===== src/rtl/alu_arbiter.sv =====
// Two-requester round-robin front end for one shared external combinational ALU.
// Each accepted operation runs IDLE -> EXEC -> RESP and its result returns only to the issuer.
module alu_arbiter #(
    parameter int DATA_W = 32,
    parameter int OP_W   = 3
) (
    input  logic              clk,
    input  logic              rst,
    input  logic              req0_valid,
    output logic              req0_ready,
    input  logic [DATA_W-1:0] req0_a,
    input  logic [DATA_W-1:0] req0_b,
    input  logic [OP_W-1:0]   req0_op,
    input  logic              req1_valid,
    output logic              req1_ready,
    input  logic [DATA_W-1:0] req1_a,
    input  logic [DATA_W-1:0] req1_b,
    input  logic [OP_W-1:0]   req1_op,
    output logic              rsp0_valid,
    input  logic              rsp0_ready,
    output logic [DATA_W-1:0] rsp0_c,
    output logic              rsp1_valid,
    input  logic              rsp1_ready,
    output logic [DATA_W-1:0] rsp1_c,
    output logic [DATA_W-1:0] alu_a,
    output logic [DATA_W-1:0] alu_b,
    output logic [OP_W-1:0]   alu_op,
    input  logic [DATA_W-1:0] alu_c,
    output logic              busy
);

    localparam logic [1:0] IDLE = 2'd0;
    localparam logic [1:0] EXEC = 2'd1;
    localparam logic [1:0] RESP = 2'd2;

    logic [1:0]        state_reg, state_next;
    logic              rr_last_reg;
    logic              owner_reg;
    logic [DATA_W-1:0] alu_a_reg, alu_b_reg, result_reg;
    logic [OP_W-1:0]   alu_op_reg;
    logic              grant;
    logic              accept;
    logic [1:0]        rsp_ready_vec;
    logic [1:0]        rsp_valid_vec;
    logic [DATA_W-1:0] rsp_c_arr [2];

    assign rsp_ready_vec = {rsp1_ready, rsp0_ready};

    // With both valid, the requester not served last wins; otherwise the lone valid one.
    always_comb begin
        grant = req1_valid;
        if (req0_valid && req1_valid) begin
            grant = ~rr_last_reg;
        end
        // Ready is masked while rst is held so outputs read zero during reset.
        accept = (state_reg == IDLE) && (req0_valid || req1_valid) && !rst;
    end

    assign req0_ready = accept && !grant;
    assign req1_ready = accept && grant;

    always_comb begin
        state_next = state_reg;
        case (state_reg)
            IDLE:    if (accept) state_next = EXEC;
            EXEC:    state_next = RESP;
            RESP:    if (rsp_ready_vec[owner_reg]) state_next = IDLE;
            default: state_next = IDLE;
        endcase
    end

    always_ff @(posedge clk or posedge rst) begin
        if (rst) begin
            state_reg   <= IDLE;
            rr_last_reg <= 1'b1;
            owner_reg   <= 1'b0;
            alu_a_reg   <= '0;
            alu_b_reg   <= '0;
            alu_op_reg  <= '0;
            result_reg  <= '0;
        end else begin
            state_reg <= state_next;
            if (accept) begin
                alu_a_reg   <= grant ? req1_a  : req0_a;
                alu_b_reg   <= grant ? req1_b  : req0_b;
                alu_op_reg  <= grant ? req1_op : req0_op;
                owner_reg   <= grant;
                rr_last_reg <= grant;
            end
            if (state_reg == EXEC) begin
                result_reg <= alu_c;
            end
        end
    end

    // Result is steered to the owner only; the idle channel reads zero.
    generate
        for (genvar gi = 0; gi < 2; gi++) begin : g_rsp
            assign rsp_valid_vec[gi] = (state_reg == RESP) && (owner_reg == 1'(gi));
            assign rsp_c_arr[gi]     = rsp_valid_vec[gi] ? result_reg : '0;
        end
    endgenerate

    assign rsp0_valid = rsp_valid_vec[0];
    assign rsp1_valid = rsp_valid_vec[1];
    assign rsp0_c     = rsp_c_arr[0];
    assign rsp1_c     = rsp_c_arr[1];
    assign alu_a      = alu_a_reg;
    assign alu_b      = alu_b_reg;
    assign alu_op     = alu_op_reg;
    assign busy       = (state_reg != IDLE);

endmodule


===== config.mk =====
export PLATFORM = sky130hd
export DESIGN_NAME = alu_arbiter
export DESIGN_NICKNAME = d
export VERILOG_FILES = /design/src/rtl/alu_arbiter.sv
export SDC_FILE = /design/constraint.sdc
export NUM_CORES = 1
export LEC_CHECK = 0
export CAP_MARGIN = 30
export CELL_PAD_IN_SITES_DETAIL_PLACEMENT = 1
export CELL_PAD_IN_SITES_GLOBAL_PLACEMENT = 1
export CORE_AREA = 2 2 118 120
export CTS_BUF_LIST = sky130_fd_sc_hd__clkbuf_4
export DETAILED_ROUTE_END_ITERATION = 10
export DIE_AREA = 0 0 120 122
export DONT_BUFFER_PORTS = 1
export GPL_TIMING_DRIVEN = 0
export PLACE_DENSITY = 0.79
export SETUP_SLACK_MARGIN = 0.15
export SLEW_MARGIN = 10
export SYNTH_ARGS = -nofsm -noshare
export SYNTH_HDL_FRONTEND = slang
export SYNTH_SLANG_ARGS = --single-unit

===== constraint.sdc =====
create_clock -name clk -period 3.15 [get_ports clk]
set_input_delay 0.315 -clock clk [delete_from_list [all_inputs] [get_ports clk]]
set_output_delay 0.315 -clock clk [all_outputs]
set_load 0.02 [all_outputs]

==> run_results.csv, run 1 <==
group,metric,value,unit
status,status,"finished, final reports clean",
synthesis,synth.largest_area_cell,"dfrtp_1",
power_and_ir_drop,p_clk_frac,0.119,
power_and_ir_drop,combinationalPowerShare,0.355,
worst_setup_path,max_stage_delay,610,ps
sta,tightestPinTransition,773,ps
power_and_ir_drop,p_switching,2.63,mW
clock_tree,clkSlewWorstSetupHoldPaths,150,ps
die,die_w,120,um
routing,wl_per_cell,23.8,um
synthesis,synthMuxAreaShare,0.0739,
sta,timing.final.ws_setup,417,ps
worst_setup_path,critPathSlowestCell,"nor3b_1",
routing,ant_nets,0,
placement,dp_hpwl,12600,um
worst_setup_path,crit_type,"flop to output port",
synthesis,synth_adder_area_share,0,
sta,finalSetupViolations,0,
synthesis,synth_xor_area_frac,0,
sta,fmax,366,MHz
power_and_ir_drop,switching_share,0.458,
clock_tree,htreeDepth,3,
grt,grt_pass1_vias,4783,
power_and_ir_drop,p_int,3.11,mW
worst_hold_path,hold_path_class,"input port to flop",
clock_tree,root_buffer,"clkbuf_4",
cells_and_area,mostFrequentLayoutCells,"dfrtp_1, dlygate4sd3_1, nand2_1",
clock_tree,numCtsBuffers,9,
routing,drt_iter0_drc,235,
worst_setup_path,worstReg2RegStart,"state_reg[0]",
sta,fin_setup_tns,0,ps
synthesis,ys_seq_area_frac,0.513,
synthesis,synth-warning-count,0,
cells_and_area,area_growth,28.3,%
worst_hold_path,whs_endpoint,"state_reg[1]",
worst_setup_path,crit_top_cell,"buf_6",
cells_and_area,final_common_cell,"dfrtp_1",
worst_setup_path,arrival,2420,ps
routing,dr.pass1.iters,4,
clock_tree,post_cts_resized,0,
die,rows,43,
synthesis,netlist.area_leader.share,0.508,
synthesis,syn_nets,640,
clock_tree,clk_latency,460,ps
cells_and_area,fin_nets,754,
power_and_ir_drop,p_per_area,890,nW/um^2
synthesis,synth_top_family_by_area,"simple AND/OR/NAND/NOR gates",
cells_and_area,drive_gt1_frac,0.149,
grt,grt_overflow_total,0,
sta,whs,56.4,ps
power_and_ir_drop,cellLeakagePower,2.70,nW
job,maxCapViolations,0,
sta,maxSlewViolCount,0,
power_and_ir_drop,pwr-share-seq,0.525,
clock_tree,numClockSinks,103,
routing,drt-total-wl,18200,um
power_and_ir_drop,power,5.74,mW
die,core_area,13500,um^2
placement,port_buffers,0,
worst_setup_path,worstPathRequired,2830,ps
die,die_h,122,um
placement,routabilityCongestion,0.780,
worst_setup_path,worstReg2RegEnd,"alu_b[5]",
synthesis,synthCells,468,
routing,vias_per_cell,5.71,
sta,min_period,2730,ps
worst_setup_path,r2r_slack,1190,ps
grt,grt_use_total,0.245,
sta,rsz0062_at_grt,"false",
synthesis,synth_seq_cells,103,
synthesis,synthSimpleGateAreaFrac,0.228,
grt,antenna_found_initial,1,
worst_setup_path,critPathCaptureType,"output port",
sta,fin_crit_sh,0.867,
synthesis,ys_types,23,
sta,finClkSkew,25.8,ps
placement,post-place-ws,904,ps
grt,grt_max_degree,29,
worst_setup_path,worst_setup_path_start_kind,"flop",
clock_tree,cts_tree,"done",
worst_setup_path,critPathMaxFanout,10,
routing,num_vias,4375,
synthesis,synth_compound_area_frac,0.138,
clock_tree,clockBufferDepth,2,
die,ios,308,
synthesis,netlist_area,5030,um^2
die,initial_core_util,0.372,
power_and_ir_drop,peakVddDrop,384,uV
die,die-area,14600,um^2
routing,drc,0,
worst_hold_path,worstHoldPathCells,2,
worst_setup_path,path_buf_inv,3,
cells_and_area,post-route-util,0.478,
worst_setup_path,cp_top_family,"simple AND/OR/NAND/NOR gates",
worst_hold_path,worstHoldStart,"rsp0_ready",
sta,relSlewSlack,0.482,
grt,grt_pass1_wl,27400,um
sta,finalHoldViolations,0,
synthesis,syn_area_per_cell,10.7,um^2
synthesis,netlist_top_cells_area,"dfrtp_1, a221o_1, and2_1",
worst_setup_path,crit_chain,"or3_1 -> buf_2 -> buf_6 -> buf_6 -> nor3b_1",
worst_setup_path,r2r_cells,4,
-- metal layers --
layer / up-vias / GRT usage / part of all wire
li1: 1906 / - / -
met1: 2182 / 0.283 / 0.38
met2: 249 / 0.429 / 0.52
met3: 38 / 0.0632 / 0.077
met4: 0 / 0.112 / 0.029
met5: - / 0 / 0
-- cells in the mapped netlist (all sizes together) --
cell / instances
dfrtp: 102
or3: 1
nand2: 68
buf: 16
mux2: 33
and3: 1
or2: 1
dfstp: 1
o21ai: 2
nand2b: 2
nor3: 68
a221o: 67
inv: 3
and2: 64
nor2: 2
nor3b: 1
a21o: 2
clkbuf: 33
nor2b: 1
-- worst register-to-register path, cell delays in order, from the launching register on --
cell and delay, ps:
dfrtp_1 450, nor3_1 230, o21ai_1 320, clkbuf_1 390, a221o_1 470
-- kinds of logic after synthesis --
kind of cell,after synthesis
compound gates,71
buf+inv,52
flops,103
simple gates,209
mux,33
-- repair_timing --
action | in CTS | in global routing
hold endpoints to repair | 124 | 0
setup buffers | 0 | 0
hold buffers | 100 | 0
-- power by group through the flow --
stage	registers, mW	clock network [mW]	logic, mW
6_report	3.02	0.684	2.04
5_1_grt	3.09	0.762	2.21
4_1_cts	2.99	0.707	2.02
3_5_place_dp	3.01	0	1.92
3_3_place_gp	2.97	0	1.81
2_1_floorplan	2.79	0	1.56
-- area by class of cell --
| class | instances | area [um^2] |
|---|---|---|
| sequential | 103 | 2580 |
| fill | 1448 | 7060 |
| multi-input combinational | 313 | 2210 |
| tap | 180 | 225 |
| buffer | 49 | 225 |
| clock inverter | 4 | 47.5 |
| inverter | 3 | 15.0 |
| timing repair buffer | 103 | 1070 |
| antenna | 1 | 2.50 |
| clock buffer | 10 | 75.1 |
-- worst max path at each step --
stage                     cells past startpoint    endpoint    startpoint  slack [ps]
after floorplan                               5  req0_ready  state_reg[0]        1160
after global placement                        5  req0_ready  state_reg[0]         920
after detailed placement                      5  req0_ready  state_reg[0]         900
after CTS                                     5  req0_ready  state_reg[0]         340
after global routing                          5  req0_ready  state_reg[0]         270
final                                         5  req0_ready  state_reg[0]         420
-- through the flow --
stage               instances  area (um^2)
detailed placement        651         5320
global placement          648         5260
global route              766         6450
CTS                       765         6450
floorplan                 468         5030
finish                    766         6450
No activity file was read; power rests on OpenSTA's default activity.
==> run 2: changes to the inputs <==
CORE_AREA = default   (was 2 2 118 120)
CORE_MARGIN = 2   (was default)
CORE_UTILIZATION = 30   (was default)
DIE_AREA = default   (was 0 0 120 122)
PLACE_DENSITY = 0.67   (was 0.79)
==> run 2 against run 1 <==
Against the previous run: cell count is 5.5% higher; global-route usage shrank 4.1 points; sequential power barely moved; critical path depth is the same; die area grew 22%; largest cell class unchanged; via count decreased by 0.46%; flip-flop and latch count unchanged; worst setup slack got worse by 26 ps; non-clock buffer count unchanged; total power is essentially flat.
==> run_results.csv, run 2 (same netlist as run 1, synthesis figures left out) <==
group,metric,value,unit
status,status,"finished, final reports clean",
worst_setup_path,crit_path_end,"req0_ready",
grt,grt_max_degree,37,
grt,grt_overflow_total,0,
worst_setup_path,arrival,2440,ps
power_and_ir_drop,p_clk_frac,0.124,
clock_tree,clockBufferDepth,2,
placement,port_buffers,0,
placement,dp_hpwl,12900,um
placement,routabilityCongestion,0.813,
worst_setup_path,r2r_slack,1180,ps
die,die-area,17800,um^2
clock_tree,htreeDepth,3,
clock_tree,numCtsBuffers,9,
clock_tree,post_cts_resized,0,
sta,maxSlewViolCount,0,
worst_setup_path,worstReg2RegEnd,"alu_b[1]",
sta,timing.final.ws_setup,391,ps
sta,fin_crit_sh,0.876,
grt,grt_use_total,0.205,
die,die_w,133,um
routing,dr.pass1.iters,6,
die,rows,47,
worst_setup_path,worstPathRequired,2830,ps
routing,drt-total-wl,18300,um
routing,vias_per_cell,5.39,
routing,drc,0,
sta,fmax,362,MHz
power_and_ir_drop,p_int,3.11,mW
cells_and_area,mostFrequentLayoutCells,"dfrtp_1, dlygate4sd3_1, nand2_1",
placement,post-place-ws,890,ps
die,core_area,16500,um^2
cells_and_area,fillerInstances,1814,
cells_and_area,drive_gt1_frac,0.150,
worst_setup_path,max_stage_delay,660,ps
worst_hold_path,worstHoldPathCells,2,
sta,rsz0062_at_grt,"false",
worst_setup_path,crit_chain,"or3_1 -> buf_2 -> buf_6 -> buf_6 -> nor3b_1",
worst_setup_path,crit_type,"flop to output port",
power_and_ir_drop,power,5.73,mW
power_and_ir_drop,p_switching,2.62,mW
cells_and_area,fin_cells,808,
worst_setup_path,r2r_cells,4,
clock_tree,clkSlewWorstSetupHoldPaths,140,ps
grt,grt_pass1_wl,28200,um
cells_and_area,fin_nets,754,
worst_setup_path,cp.depth,5,
worst_setup_path,critPathMaxFanout,10,
sta,finalSetupViolations,0,
die,ios,308,
clock_tree,clk_latency,470,ps
sta,relSlewSlack,0.452,
worst_setup_path,critPathCaptureType,"output port",
sta,finClkSkew,26.1,ps
clock_tree,numClockSinks,103,
cells_and_area,stdcell_area,6500,um^2
power_and_ir_drop,cellLeakagePower,2.70,nW
placement,dp_cells,691,
routing,drt_iter0_drc,148,
grt,grt_pass1_vias,4948,
worst_setup_path,worst_setup_path_start_kind,"flop",
die,initial_core_util,0.305,
sta,finalHoldViolations,0,
routing,ant_nets,0,
sta,fin_setup_tns,0,ps
power_and_ir_drop,p_per_area,882,nW/um^2
sta,whs,79.8,ps
clock_tree,root_buffer,"clkbuf_4",
worst_setup_path,path_buf_inv,3,
placement,dpl-instance-area,5370,um^2
job,maxCapViolations,0,
worst_hold_path,hold_path_class,"input port to flop",
routing,wl_per_cell,22.6,um
worst_setup_path,cp-startpoint,"state_reg[0]",
worst_setup_path,cp_top_family,"simple AND/OR/NAND/NOR gates",
routing,num_vias,4355,
power_and_ir_drop,pwr-share-seq,0.524,
power_and_ir_drop,peakVddDrop,323,uV
cells_and_area,area_growth,29.4,%
sta,tightestPinTransition,817,ps
worst_setup_path,crit_top_cell,"buf_6",
power_and_ir_drop,switching_share,0.457,
cells_and_area,post-route-util,0.395,
die,die_h,133,um
worst_setup_path,critPathSlowestCell,"nor3b_1",
cells_and_area,final_common_cell,"dfrtp_1",
clock_tree,cts_tree,"done",
power_and_ir_drop,combinationalPowerShare,0.352,
grt,antenna_found_initial,1,
sta,min_period,2760,ps
worst_setup_path,worstReg2RegStart,"state_reg[0]",
run 2: routing by layer:
metal	vias to the layer above	routed length [um]	global-route usage
met3	43	1380	0.0502
met1	2128	6900	0.231
met4	0	643	0.0981
li1	1921	-	-
met2	263	9340	0.362
met5	-	0	0
run 2: worst min path at each step:
stage / start / to / slack, ps
floorplan: req1_b[0] / alu_b[0] / 460
global placement: req1_a[12] / alu_a[12] / 460
detailed placement: rst / state_reg[1] / 190
CTS: rsp0_ready / state_reg[1] / 10
global route: rsp0_ready / state_reg[1] / 40
finish: rsp0_ready / state_reg[1] / 80
run 2: timing repair:
item / CTS / global route
setup endpoints to repair: 0 / 0
setup buffers: 0 / 0
hold buffers: 100 / 0
hold endpoints to repair: 201 / 0
run 2: final cells by class:
class | instances | area (um^2) | share of cell area
antenna | 1 | 2.50 | 0.000385
inverter | 3 | 15.0 | 0.00231
clock buffer | 10 | 75.1 | 0.0115
clock inverter | 6 | 61.3 | 0.00942
sequential | 103 | 2580 | 0.396
multi-input combinational | 313 | 2210 | 0.340
tap | 220 | 275 | 0.0423
timing repair buffer | 103 | 1060 | 0.163
buffer | 49 | 225 | 0.0346
run 2: power by group through the flow:
stage | logic (mW) | registers, mW | clock network [mW]
after CTS | 2.02 | 2.99 | 0.749
after global routing | 2.20 | 3.08 | 0.802
after detailed placement | 1.93 | 3.01 | 0
after global placement | 1.82 | 2.99 | 0
final | 2.02 | 3.00 | 0.710
after floorplan | 1.56 | 2.79 | 0
